`src/rtl/axis_framer_pkg.sv`:
```
// Shared types and helpers for the AXI-Stream packet framer.
// Holds the framer state encoding and the index-width helper.
package axis_framer_pkg;

    typedef enum logic {
        StPayload = 1'b0,
        StTrailer = 1'b1
    } frm_state_e;

    // Ceiling log2 with a floor of 1 so PKT_LEN=1 still yields a legal vector.
    function automatic int unsigned clog2(input int unsigned n);
        int unsigned w;
        w = 1;
        while (w < 32 && (32'd1 << w) < n) begin
            w = w + 1;
        end
        return w;
    endfunction

endpackage

```
`src/rtl/axis_skid_reg.sv`:
```
// Two-entry registered stream slice; in_ready is registered so the upstream
// ready path never sees the downstream ready combinationally.
module axis_skid_reg #(
    parameter int unsigned DATA_WIDTH = 33
) (
    input  logic                  aclk,
    input  logic                  aresetn,
    input  logic [DATA_WIDTH-1:0] i_data,
    input  logic                  i_valid,
    output logic                  o_ready,
    output logic [DATA_WIDTH-1:0] o_data,
    output logic                  o_valid,
    input  logic                  i_ready
);

    logic [DATA_WIDTH-1:0] r_main_data;
    logic                  r_main_valid;
    logic [DATA_WIDTH-1:0] r_skid_data;
    logic                  r_skid_valid;

    always_ff @(posedge aclk or posedge aresetn) begin
        if (aresetn) begin
            r_main_data  <= '0;
            r_main_valid <= 1'b0;
            r_skid_data  <= '0;
            r_skid_valid <= 1'b0;
        end else if (!r_skid_valid) begin
            if (i_ready || !r_main_valid) begin
                r_main_valid <= i_valid;
                if (i_valid) begin
                    r_main_data <= i_data;
                end
            end else if (i_valid) begin
                // Output stalled: park the accepted word in the second entry.
                r_skid_data  <= i_data;
                r_skid_valid <= 1'b1;
            end
        end else if (i_ready) begin
            r_main_data  <= r_skid_data;
            r_skid_valid <= 1'b0;
        end
    end

    assign o_ready = !r_skid_valid;
    assign o_data  = r_main_data;
    assign o_valid = r_main_valid;

endmodule

```
`src/rtl/axis_pkt_framer.sv`:
```
// Frames a word stream into PKT_LEN-word packets, each followed by an XOR
// checksum trailer flagged with m_last; counts delivered packets.
module axis_pkt_framer
    import axis_framer_pkg::*;
#(
    parameter int unsigned DATA_WIDTH = 32,
    parameter int unsigned PKT_LEN    = 8,
    parameter int unsigned CNT_WIDTH  = 16
) (
    input  logic                  aclk,
    input  logic                  aresetn,
    input  logic [DATA_WIDTH-1:0] s_data,
    input  logic                  s_valid,
    output logic                  s_ready,
    output logic [DATA_WIDTH-1:0] m_data,
    output logic                  m_valid,
    input  logic                  m_ready,
    output logic                  m_last,
    output logic [CNT_WIDTH-1:0]  pkt_count,
    output logic                  busy
);

    localparam int unsigned    IdxW    = clog2(PKT_LEN);
    localparam logic [IdxW-1:0] LastIdx = IdxW'(PKT_LEN - 1);

    frm_state_e            r_state;
    frm_state_e            w_state_d;
    logic [IdxW-1:0]       r_index;
    logic [DATA_WIDTH-1:0] r_csum;
    logic [CNT_WIDTH-1:0]  r_pkt_count;

    logic [DATA_WIDTH:0]   w_skid_data;
    logic                  w_skid_valid;
    logic                  w_skid_in_ready;
    logic [DATA_WIDTH:0]   w_out_data;
    logic                  w_out_valid;
    logic                  w_s_ready;
    logic                  w_pay_acc;
    logic                  w_trl_acc;

    always_comb begin
        w_state_d    = r_state;
        w_skid_data  = {1'b0, s_data};
        w_skid_valid = 1'b0;
        w_s_ready    = 1'b0;
        w_pay_acc    = 1'b0;
        w_trl_acc    = 1'b0;
        case (r_state)
            StPayload: begin
                w_skid_valid = s_valid;
                w_s_ready    = w_skid_in_ready;
                w_pay_acc    = s_valid && w_skid_in_ready;
                if (w_pay_acc && r_index == LastIdx) begin
                    w_state_d = StTrailer;
                end
            end
            StTrailer: begin
                w_skid_data  = {1'b1, r_csum};
                w_skid_valid = 1'b1;
                w_trl_acc    = w_skid_in_ready;
                if (w_trl_acc) begin
                    w_state_d = StPayload;
                end
            end
            default: ;
        endcase
    end

    always_ff @(posedge aclk or posedge aresetn) begin
        if (aresetn) begin
            r_state     <= StPayload;
            r_index     <= '0;
            r_csum      <= '0;
            r_pkt_count <= '0;
        end else begin
            r_state <= w_state_d;
            if (w_pay_acc) begin
                r_index <= (r_index == LastIdx) ? '0 : r_index + IdxW'(1);
                r_csum  <= r_csum ^ s_data;
            end else if (w_trl_acc) begin
                r_csum <= '0;
            end
            if (w_out_valid && m_ready && w_out_data[DATA_WIDTH]) begin
                r_pkt_count <= r_pkt_count + CNT_WIDTH'(1);
            end
        end
    end

    axis_skid_reg #(
        .DATA_WIDTH(DATA_WIDTH + 1)
    ) u_skid (
        .aclk    (aclk),
        .aresetn (aresetn),
        .i_data  (w_skid_data),
        .i_valid (w_skid_valid),
        .o_ready (w_skid_in_ready),
        .o_data  (w_out_data),
        .o_valid (w_out_valid),
        .i_ready (m_ready)
    );

    assign s_ready   = w_s_ready;
    assign m_data    = w_out_data[DATA_WIDTH-1:0];
    assign m_valid   = w_out_valid;
    // The held last bit outlives the beat it belonged to, so qualify it.
    assign m_last    = w_out_data[DATA_WIDTH] && w_out_valid;
    assign pkt_count = r_pkt_count;
    // A full second entry shows up as in_ready low.
    assign busy      = (r_index != '0) || (r_state == StTrailer) || w_out_valid
                       || !w_skid_in_ready;

endmodule

```
`config.mk`:
```
export PLATFORM = sky130hd
export DESIGN_NAME = axis_pkt_framer
export DESIGN_NICKNAME = d
export VERILOG_FILES = /design/src/rtl/axis_framer_pkg.sv /design/src/rtl/axis_skid_reg.sv /design/src/rtl/axis_pkt_framer.sv
export SDC_FILE = /design/constraint.sdc
export NUM_CORES = 1
export LEC_CHECK = 0
export CORE_ASPECT_RATIO = 0.9
export CORE_MARGIN = 2
export CORE_UTILIZATION = 45
export CTS_CLUSTER_DIAMETER = 200
export DETAILED_ROUTE_END_ITERATION = 7
export PLACE_DENSITY = 0.77
export SLEW_MARGIN = 20
export SYNTH_ARGS = -nofsm -noshare
export SYNTH_HDL_FRONTEND = slang
export SYNTH_SLANG_ARGS = --single-unit
```
`constraint.sdc`:
```
create_clock -name aclk -period 6.3 [get_ports aclk]
set_input_delay 1.26 -clock aclk [delete_from_list [all_inputs] [get_ports aclk]]
set_output_delay 1.26 -clock aclk [all_outputs]
set_load 0.005 [all_outputs]
```
# ---- Word level (Yosys, flattened, before mapping)
# Cells that the tools add are included.
dict set report word_totals {
  regBits 120
  in_bits 36
  output_inout_bits 52
  elab_cells 53
}
dict set report classes {
  n_addsub 2
  n_eq_ne 2
  muxes 19
  bitwise 4
  n_reduce_logical 18
}
# cell n
set ops {}
lappend ops {{$mux W33} 5}
lappend ops {{$mux W32} 2}
lappend ops {{$xor A32 B32 Y32} 1}
lappend ops {{$add A16 B1 Y16 const B} 1}
lappend ops {{$mux W1} 9}
lappend ops {{$reduce_and A3 Y1} 2}
lappend ops {{$reduce_bool A2 Y1} 3}
lappend ops {{$logic_and A1 B1 Y1} 5}
lappend ops {{$logic_or A1 B1 Y1} 4}
lappend ops {{$pmux W1 S2} 2}
lappend ops {{$add A3 B1 Y3 const B} 1}
lappend ops {{$eq A3 B3 Y1 const B} 1}
lappend ops {{$mux W3} 1}
lappend ops {{$not A1 Y1} 3}
lappend ops {{$reduce_bool A3 Y1} 1}
lappend ops {{$logic_not A1 Y1} 2}
lappend ops {{$ne A2 B2 Y1 const B} 1}
lappend ops {{$reduce_and A2 Y1} 1}

# ---- Logic depth before layout (Yosys ltp)
# Gate-level depths: netlist of run 1.
dict set report depth {
  ltp_word 5
  ltp_mapped 7
  ltp_nobuf 5
}

# ---- By module
# From an unflattened synthesis of run 1, not the netlist that was laid out.
dict set report unflattened {
  hier_cells 479
  area_unflattened_um2 5876.9
}
# mod n_inst cells_per_inst area_each_um2 seq_area_each_um2
set by_module_without_submodules {}
lappend by_module_without_submodules {axis_skid_reg 1 188 3108.0 1701.6}
lappend by_module_without_submodules {axis_pkt_framer 1 291 2768.9 1301.2}

# ---- Worst setup path before layout of run 1
# OpenSTA, ideal clock, no wires.
dict set report synth_path {
  path_kind {in2reg}
  start {input s_valid}
  end {register u_skid.r_skid_data[0]}
  setup_time_ps 127
  arrival_time_ps 2130
  required_ps 6173
  setup_slack_ps 4043
  stages 7
  n_path_buf 3
  cell_sequence {buf_2 > nor2_1 > and2b_1 > buf_4 > buf_4 > nor2_1 > a21oi_2}
}
dict set report synth_between {
  elab_chain_cells 2
}
# item line_no
set synth_lines {}
lappend synth_lines {{start, declared} axis_pkt_framer.sv:13} ;# input logic s_valid,
lappend synth_lines {{$pmux W1 S2} axis_pkt_framer.sv:48} ;# case (r_state)
lappend synth_lines {{$reduce_and A3 Y1 (no line)} --}
lappend synth_lines {{end signal, assigned} axis_skid_reg.sv:35} ;# r_skid_data <= i_data;
lappend synth_lines {{end, declared} axis_skid_reg.sv:18} ;# logic [DATA_WIDTH-1:0] r_skid_data;
# Every way passes these cells.
# A chain may end at the register's enable or synchronous reset.

# ---- Worst setup path after layout of run 1
dict set report layout_path {
  start {register u_skid.r_skid_valid}
  end {output busy}
}
dict set report layout_between {
  elab_chain_cells 1
}
# item line_no
set layout_lines {}
lappend layout_lines {{start, declared} axis_skid_reg.sv:19} ;# logic r_skid_valid;
lappend layout_lines {{start signal, assigned} axis_skid_reg.sv:26} ;# r_skid_valid <= 1'b0;
lappend layout_lines {{start signal, assigned} axis_skid_reg.sv:36} ;# r_skid_valid <= 1'b1;
lappend layout_lines {{start signal, assigned} axis_skid_reg.sv:40} ;# r_skid_valid <= 1'b0;
lappend layout_lines {{$logic_or A1 B1 Y1} axis_pkt_framer.sv:110} ;# || !w_skid_in_ready;
lappend layout_lines {{end, declared} axis_pkt_framer.sv:20} ;# output logic busy
# Every way passes these cells.

==> run summary, run 1 <==
After detailed routing, the average wire length per cell comes to 14.9 um. The cell count of the worst hold path is 1. No sink is reached through more buffers than the 2 on the longest clock path. The share of the synthesized area in the top cell type is 0.507.

The largest single stage delay on the critical path is 0.84 ns. For the end-of-flow core utilization, the log shows 0.557. TritonCTS created 17 clock buffers.

The worst ir drop on vdd was 0.227 mV. The startpoint of the most critical hold path is pkt_count[15]. The root buffer cell chosen for the clock tree is sky130_fd_sc_hd__clkbuf_16. Slowest cell on the critical path: sky130_fd_sc_hd__dfrtp_4. The later pin in the worst-skew pair is clocked with a latency of 0.41 ns.

Among all flip-flop cells after synthesis, the most frequent one is sky130_fd_sc_hd__dfrtp_1. STA puts the critical path data arrival time at 2.06 ns. The detailed router finished its first iteration with 392 violations. From left edge to right edge, the die measures 125 um.

The diode insertion count for antenna repair is 0. Row generation in the floorplan step produced 39 rows. The leakage power total came out at 0.00294 uW. The run gives 0 as the number of pins exceeding their max-slew limit in the final report. The tools report the final-layout setup total negative slack as 0 ns.

In the post-synthesis netlist, the biggest area contributors are sky130_fd_sc_hd__dfrtp_1 51%, sky130_fd_sc_hd__a21oi_1 7.5%, sky130_fd_sc_hd__nand2_1 6.6%, sky130_fd_sc_hd__mux2i_1 5.6%, sky130_fd_sc_hd__o21ai_0 5.6%. At the pin with the least slew margin, the transition time is 0.900 ns. The worst hold path terminates at pkt_count[15]. The path type of the worst min-delay path was flop to flop. After clock tree synthesis, the clock-pin slew on the worst setup and hold paths is 0.05 ns.

The number of enable flip-flop cells after synthesis is 0. Setup repair after global routing left no endpoint under its margin. At the end of the flow, the number of nets in the layout was 728. After synthesis the cells add up to 5920 um^2.

Derived from the worst setup path, the maximum achievable clock frequency is 302 MHz. The congestion estimate from routability-driven global placement came to 0.757. After synthesis, the mean cell area works out to 9.08 um^2.

Along the worst path, the maximum fanout reaches 65. Traced cell by cell, the critical path runs through nor2_2 > nand3_1 > clkdlybuf4s50_1. Yosys instantiated no cell more often than sky130_fd_sc_hd__dfrtp_1. The run gives 8.26 mm as the detailed placement HPWL. The tools report the beginning of the critical path as u_skid.r_skid_valid. The logs give 0.194 for the global router's overall resource usage and 0.463 for the starting density of the core. The destination of the worst register-to-register timing path is u_skid.o_data[2]. The clock arrives with 0.00876 ns of skew.

For the largest net degree at the start of global routing, the log shows 73. The final route contains 4591 vias. The tools report the headroom to the max-slew limit as 0.400. The H-tree was split into 4 levels. For this run, the number of Yosys warnings is 0. The number of nets in the synthesized netlist is 692. On the final layout, the worst hold slack is 0.470 ns.

The share of synthesized registers carrying an async set or reset was 1.00. The portion of the post-synthesis area used by sequential elements is 0.507. The gate count after technology mapping came out at 652. The final period utilization is 0.526, and the final setup violation count is 0. The floorplan die height was 113 um.

The run gives 3210 uW as the total power consumption of the routed design. Synthesis instantiated 33 different standard cells from the library. The count of nets left with antenna violations once routing finished came out at 0. The logs give 14100 um^2 for the overall die area and 0 for the quantity of gates resized following cts. The number of input and output port buffers inserted works out to 87. The flow ran to the end, and the final reports show no timing, DRC or antenna violations. Clock tree synthesis found a total of 120 sinks.

The startpoint of the lowest-slack register-to-register path is r_state. By count the netlist is led by 120 x sky130_fd_sc_hd__dfrtp_1, 104 x sky130_fd_sc_hd__nand2_1, 89 x sky130_fd_sc_hd__a21oi_1. For the worst setup path, the data required time is 5.04 ns.

The total power divided by cell area works out to 450 nW/um^2. Counting flops and latches in the post-synthesis netlist gives 120. Counting I/O delays and the setup requirement, the final critical path takes 3.32 ns. The run gives 4704 as the number of global-route vias before repair. Relative to the synthesized area, the layout overhead comes to 20.2%.

After detailed routing, the number of remaining DRC violations is 0. The final hold violation count was 0; the number of violations of the max-capacitance limit was 0. 88 I/O pins were placed. The first global-routing pass estimated 22.2 mm of wire.

The fraction of final layout cells with drive strength greater than 1 was 0.0745; the global route total overflow was 0. The logs give 3.83 ns for the setup slack of the most critical reg-to-reg path and 0 for the total setup buffers inserted after CTS. In the routed layout, each cell is associated on average with a via count of 5.33. The tools report the type of origin of the critical path as a flop. The worst setup path is of the flop to output pin kind. TritonCTS built the clock tree.

STA classifies the critical path endpoint as an output pin. The first detailed-routing pass ran for 4 iterations. The tools report the initial antenna violation count as 0. For this design, the CTS-stage hold fixing added 0 buffers. The worst reg2reg path depth works out to 5. The largest total area in the synthesized netlist belongs to sky130_fd_sc_hd__dfrtp_1.

The area inside the core boundary came out at 12800 um^2. Wires add up to 12.8 mm.
## logic make-up (layout without fill, tap and decap cells)
logic type | count (synthesis) | after routing | share of synthesized area
xor+xnor | 15 | 15 | 0.0222
fa+ha+maj | 4 | 4 | 0.00845
flops | 120 | 120 | 0.507
simple gates | 229 | 229 | 0.168
buf+inv | 80 | 126 | 0.0830
compound gates | 168 | 168 | 0.150
mux | 36 | 36 | 0.0615
## cell usage in the layout, fill, tap and decap left out
master,count
sky130_fd_sc_hd__clkdlybuf4s50_1,86
sky130_fd_sc_hd__nor2_1,70
sky130_fd_sc_hd__and4_1,1
sky130_fd_sc_hd__a21o_1,2
sky130_fd_sc_hd__and2b_4,1
sky130_fd_sc_hd__dfrtp_2,1
sky130_fd_sc_hd__clkbuf_8,7
sky130_fd_sc_hd__nor3_1,32
sky130_fd_sc_hd__mux2_2,3
sky130_fd_sc_hd__nand3_1,6
sky130_fd_sc_hd__clkbuf_16,17
sky130_fd_sc_hd__o21ai_1,2
sky130_fd_sc_hd__buf_4,4
sky130_fd_sc_hd__dfrtp_1,118
sky130_fd_sc_hd__nor4_4,1
sky130_fd_sc_hd__inv_1,5
sky130_fd_sc_hd__clkbuf_1,2
sky130_fd_sc_hd__buf_2,1
sky130_fd_sc_hd__o21ai_0,66
sky130_fd_sc_hd__nor3b_2,2
sky130_fd_sc_hd__dfrtp_4,1
sky130_fd_sc_hd__clkinv_2,3
sky130_fd_sc_hd__xor2_1,5
sky130_fd_sc_hd__nand4_4,1
sky130_fd_sc_hd__and3_1,5
sky130_fd_sc_hd__nand2_1,104
sky130_fd_sc_hd__nor2_2,1
sky130_fd_sc_hd__xnor2_1,10
sky130_fd_sc_hd__ha_1,4
sky130_fd_sc_hd__inv_4,1
sky130_fd_sc_hd__nand2b_1,1
sky130_fd_sc_hd__a22o_1,1
sky130_fd_sc_hd__nand4_1,3
sky130_fd_sc_hd__a21oi_2,7
sky130_fd_sc_hd__and2_1,1
sky130_fd_sc_hd__a21oi_1,89
sky130_fd_sc_hd__mux2i_1,33
sky130_fd_sc_hd__o32ai_4,1
## flip-flops by register name, summed over array words and instances (netlist names)
| name | flops |
|---|---|
| u_skid.r_skid_data | 33 |
| u_skid.o_valid | 1 |
| u_skid.o_data | 33 |
| r_state | 1 |
| r_index | 3 |
| pkt_count | 16 |
| u_skid.r_skid_valid | 1 |
| r_csum | 32 |
## worst max-delay path: cells and delay by family (launching register included)
kind          cells  cell delay [ns]
buf+inv           1             0.52
simple gates      2             0.27
flops             1             0.84
## through the flow
stage	area, um^2	cells	setup slack, ns
finish	7120	862	2.98
global route	7120	862	2.87
CTS	7120	862	2.97
detailed placement	6580	833	2.82
global placement	6580	833	2.94
floorplan	5920	652	1.85
## cell type report
type	instances	area [um^2]
flip-flops and latches	120	3010
well taps	164	205
clock buffers	26	529
clock inverters	3	15.0
multi-input cells	452	2440
fillers	1120	5660
repair buffers	91	896
inverters	6	25.0
## worst max path at each step
stage | to | slack [ns] | cells past startpoint
4_1_cts | busy | 2.97 | 3
2_1_floorplan | pkt_count[0] | 1.85 | 1
3_5_place_dp | u_skid.r_skid_data[31] | 2.82 | 4
5_1_grt | busy | 2.87 | 3
3_3_place_gp | u_skid.r_skid_data[5] | 2.94 | 5
6_report | busy | 2.98 | 3
## report_power, final
part / switching [uW] / total [uW] / internal, uW / leakage [uW]
combinational: 454 / 934 / 481 / 0.00124
clock: 315 / 882 / 567 / 0.000274
sequential: 285 / 1390 / 1110 / 0.00143
total: 1050 / 3210 / 2150 / 0.00294
## per-layer routing
layer,part of all wire,track usage,up-vias,wire [um]
li1,-,-,2248,-
met1,0.44,0.243,2226,5610
met2,0.50,0.331,105,6440
met3,0.051,0.0558,12,656
met4,0.010,0.0578,0,129
met5,0,0,-,0
No activity file was read; power rests on OpenSTA's default activity.
==> run 2: changes to the inputs <==
--- a/config.mk
+++ b/config.mk
@@ -10,7 +10,7 @@
 export CORE_UTILIZATION = 45
 export CTS_CLUSTER_DIAMETER = 200
 export DETAILED_ROUTE_END_ITERATION = 7
-export PLACE_DENSITY = 0.77
+export PLACE_DENSITY = 0.8
 export SLEW_MARGIN = 20
 export SYNTH_ARGS = -nofsm -noshare
 export SYNTH_HDL_FRONTEND = slang
==> constraint.sdc (replaced) <==
create_clock -name aclk -period 2.8 [get_ports aclk]
set_input_delay 0.56 -clock aclk [delete_from_list [all_inputs] [get_ports aclk]]
set_output_delay 0.56 -clock aclk [all_outputs]
set_load 0.005 [all_outputs]
==> run 2 against run 1 <==
Effect of this change:
- wire length decreased by 1.0%
- power is 130% higher
- combinational power is 130% higher
- sequential cell count stayed put
- utilization rose by 0.70 points
- critical path type unchanged
- critical endpoint unchanged
==> run summary, run 2 (synthesis results as in run 1) <==
The flow ran to the end, and the final reports show no timing, DRC or antenna violations. The total setup buffers inserted after CTS was 0 (unchanged). For the final hold violation count, the log shows 0 (unchanged). The detailed placement HPWL came out at 8.07 mm (-2.3%). The number of global-route vias before repair came out at 4499 (-4.4%).

The post-detailed-routing wire length is 12.7 mm (-1.0%), and the clock-pin slew of the registers on the worst-case setup and hold paths is 0.05 ns (about the same). The tools report the number of pins exceeding their max-slew limit in the final report as 0 (unchanged). The beginning of the critical path was r_state. The number of violations of the max-capacitance limit came out at 0 (unchanged).

Leaving out fill and tap cells, the most frequent cell in the layout is sky130_fd_sc_hd__dfrtp_1. The maximum fanout count along the critical path came out at 25 (-62%). Setup repair after global routing left no endpoint under its margin.

The wire length of the first global-routing pass is 21.5 mm (-3.1%). In this run the critical register-to-register path is launched from r_state. The worst hold path terminates at u_skid.o_data[1].

The startpoint identified for the worst hold timing path is u_skid.o_data[1]. The part of the total power dissipated in combinational logic came out at 0.293 (+0.002). The setup slack of the most critical reg-to-reg path was 0.94 ns (-2.89 ns); the total power consumption of the routed design was 7320 uW (+130%).

The TritonCTS sink count came out at 120 (unchanged). The fraction of final layout cells with drive strength greater than 1 was 0.0793 (+0.00482); the maximum clock frequency was 412 MHz. The run gives 0.567 ns (-2.25 ns) as the worst setup timing slack at the placement stage. The buffer depth of the longest clock path was 2 (unchanged); the final routed DRC violation total was 0 (unchanged). The endpoint identified for the worst register-to-register timing path is u_skid.o_data[2].

The logs give 0.288 (+0.013) for the proportion of power drawn by the clock network and 5 (+1) for the number of search-and-repair iterations in the first detailed-routing pass. Number of antenna-violating nets in the routed design: 0 (unchanged). Traced cell by cell, the critical path runs through nor2_2 > nand3_1 > clkdlybuf4s50_1. The worst hold path belongs to the class flop to flop. The routed via count divided by cell count works out to 5.29 (-0.60%). In the layout the commonest cells are 118 x sky130_fd_sc_hd__dfrtp_1, 104 x sky130_fd_sc_hd__nand2_1, 89 x sky130_fd_sc_hd__a21oi_1, 86 x sky130_fd_sc_hd__clkdlybuf4s50_1, 70 x sky130_fd_sc_hd__nor2_1. The count of routing violations after the opening detailed-route iteration is 367 (-6.4%). The required time of the critical path was 2.24 ns (-2.80 ns).

The floorplan die height works out to 113 um (unchanged). The type of origin of the critical path was a flop. The number of vias in the routed layout was 4606 (+0.33%); the number of buffers and inverters on the critical path was 1 (unchanged). Worst reg2reg path depth: 5 (unchanged). For the final-layout setup total negative slack, the log shows 0 ns (unchanged). TritonCTS built the clock tree. The final setup violation count was 0 (unchanged). The initial antenna violation count came out at 0 (unchanged).

For the arrival time at the worst endpoint, the log shows 1.87 ns (-0.19 ns). The largest individual stage delay along the critical path comes from the cell sky130_fd_sc_hd__dfrtp_4. Die extent in x: 125 um (unchanged). Total power divided by cell area: 1020 nW/um^2 (+130%).

STA classifies the critical path endpoint as an output pin. The tree is rooted in a sky130_fd_sc_hd__clkbuf_16. The routed wirelength normalized by instance count is 14.6 um (-1.9%), and the largest net degree at the start of global routing is 121 (+66%).

The tools report the global route total overflow as 0 (unchanged). The logs give 4970 uW (+130%) for the internal power consumption and 0.463 (unchanged) for the starting density of the core. The cell count of the worst hold path was 2 (+1); the global placement routability congestion was 0.768 (+1.4%). Relative to the synthesized area, the layout overhead comes to 21.7%. For the worst ir drop on vdd, the log shows 0.623 mV (+170%). The net switching share of the total power was 0.322 (-0.00686); the post-route worst setup slack was 0.371 ns (-2.61 ns). The number of top-level pins was 88 (unchanged); the clock latency on the worst-skew pair was 0.42 ns (about the same). Quantity of gates resized following cts: 0 (unchanged). The tools report the fraction of power consumed by sequential logic as 0.420 (-0.014). The setup path with the least slack is of type flop to output pin. The overall die area is 14100 um^2 (unchanged).

The diode insertion count for antenna repair was 0 (unchanged). The final period utilization works out to 0.867. The tools report the headroom to the max-slew limit as 0.532 (+0.133). Row count: 39 (unchanged). The worst clock skew on the final layout was 0.00734 ns (-0.00143 ns); the number of input and output port buffers inserted was 87 (unchanged).

The slew of the pin with the lowest slew margin came out at 0.701 ns (-0.199 ns). The tools report the deepest level of the CTS H-tree as 4 (unchanged). Global router's overall resource usage: 0.192 (-0.00262). The filler cell count is 1089 (-2.8%), and the end-of-flow core utilization is 0.564 (+0.00705). The switching power came out at 2360 uW (+120%). Category of cells accounting for the largest share of critical-path delay: flip-flops. The leakage power total is 0.00298 uW (+1.3%), and the number of clock buffers inserted by TritonCTS is 17 (unchanged). The clock period minus worst slack works out to 2.43 ns.

For the layout net count, the log shows 734 (+0.82%). The number of hold-repair buffers added at the cts stage was 0 (unchanged); the area inside the core boundary was 12800 um^2 (unchanged). The maximum single-stage delay on the critical path came out at 0.63 ns (-0.21 ns).
-- run 2: how the worst max path moves through the flow --
stage | endpoint | depth (start not counted)
detailed placement | pkt_count[15] | 5
global route | busy | 3
finish | busy | 3
floorplan | pkt_count[0] | 1
global placement | pkt_count[15] | 5
CTS | busy | 3
-- run 2: power groups by stage --
stage / clock network [uW] / logic [uW] / registers (uW)
floorplan: 0 / 1690 / 2900
global route: 2230 / 2430 / 3180
finish: 2110 / 2140 / 3070
CTS: 2140 / 2180 / 3070
global placement: 0 / 2060 / 3020
detailed placement: 0 / 2160 / 3080
-- run 2: worst min-delay path, stage by stage, from the launching register on --
cell,delay (ns)
sky130_fd_sc_hd__dfrtp_1,0.34
sky130_fd_sc_hd__nand2_1,0.04
sky130_fd_sc_hd__o21ai_0,0.06
-- run 2: final cells by class --
cell class / instances / area [um^2] / area share
Inverter: 6 / 26.3 / 0.00364
Multi-Input combinational cell: 452 / 2440 / 0.339
Timing Repair Buffer: 97 / 953 / 0.132
Tap cell: 164 / 205 / 0.0285
Clock inverter: 1 / 30.0 / 0.00416
Sequential cell: 120 / 3010 / 0.417
Clock buffer: 30 / 544 / 0.0755
-- run 2: routing by layer --
| metal | global-route usage | up-vias | routed length (um) |
|---|---|---|---|
| li1 | - | 2268 | - |
| met1 | 0.244 | 2220 | 5700 |
| met2 | 0.307 | 108 | 6240 |
| met3 | 0.0662 | 10 | 677 |
| met4 | 0.0696 | 0 | 78 |
| met5 | 0 | - | 0 |
-- run 2: through the flow --
step / instances / instance area (um^2) / hold slack (ns)
global placement: 839 / 6640 / 0.461
detailed placement: 839 / 6640 / 0.469
floorplan: 652 / 5930 / 0.450
finish: 870 / 7210 / 0.477
CTS: 870 / 7210 / 0.481
global route: 870 / 7210 / 0.495
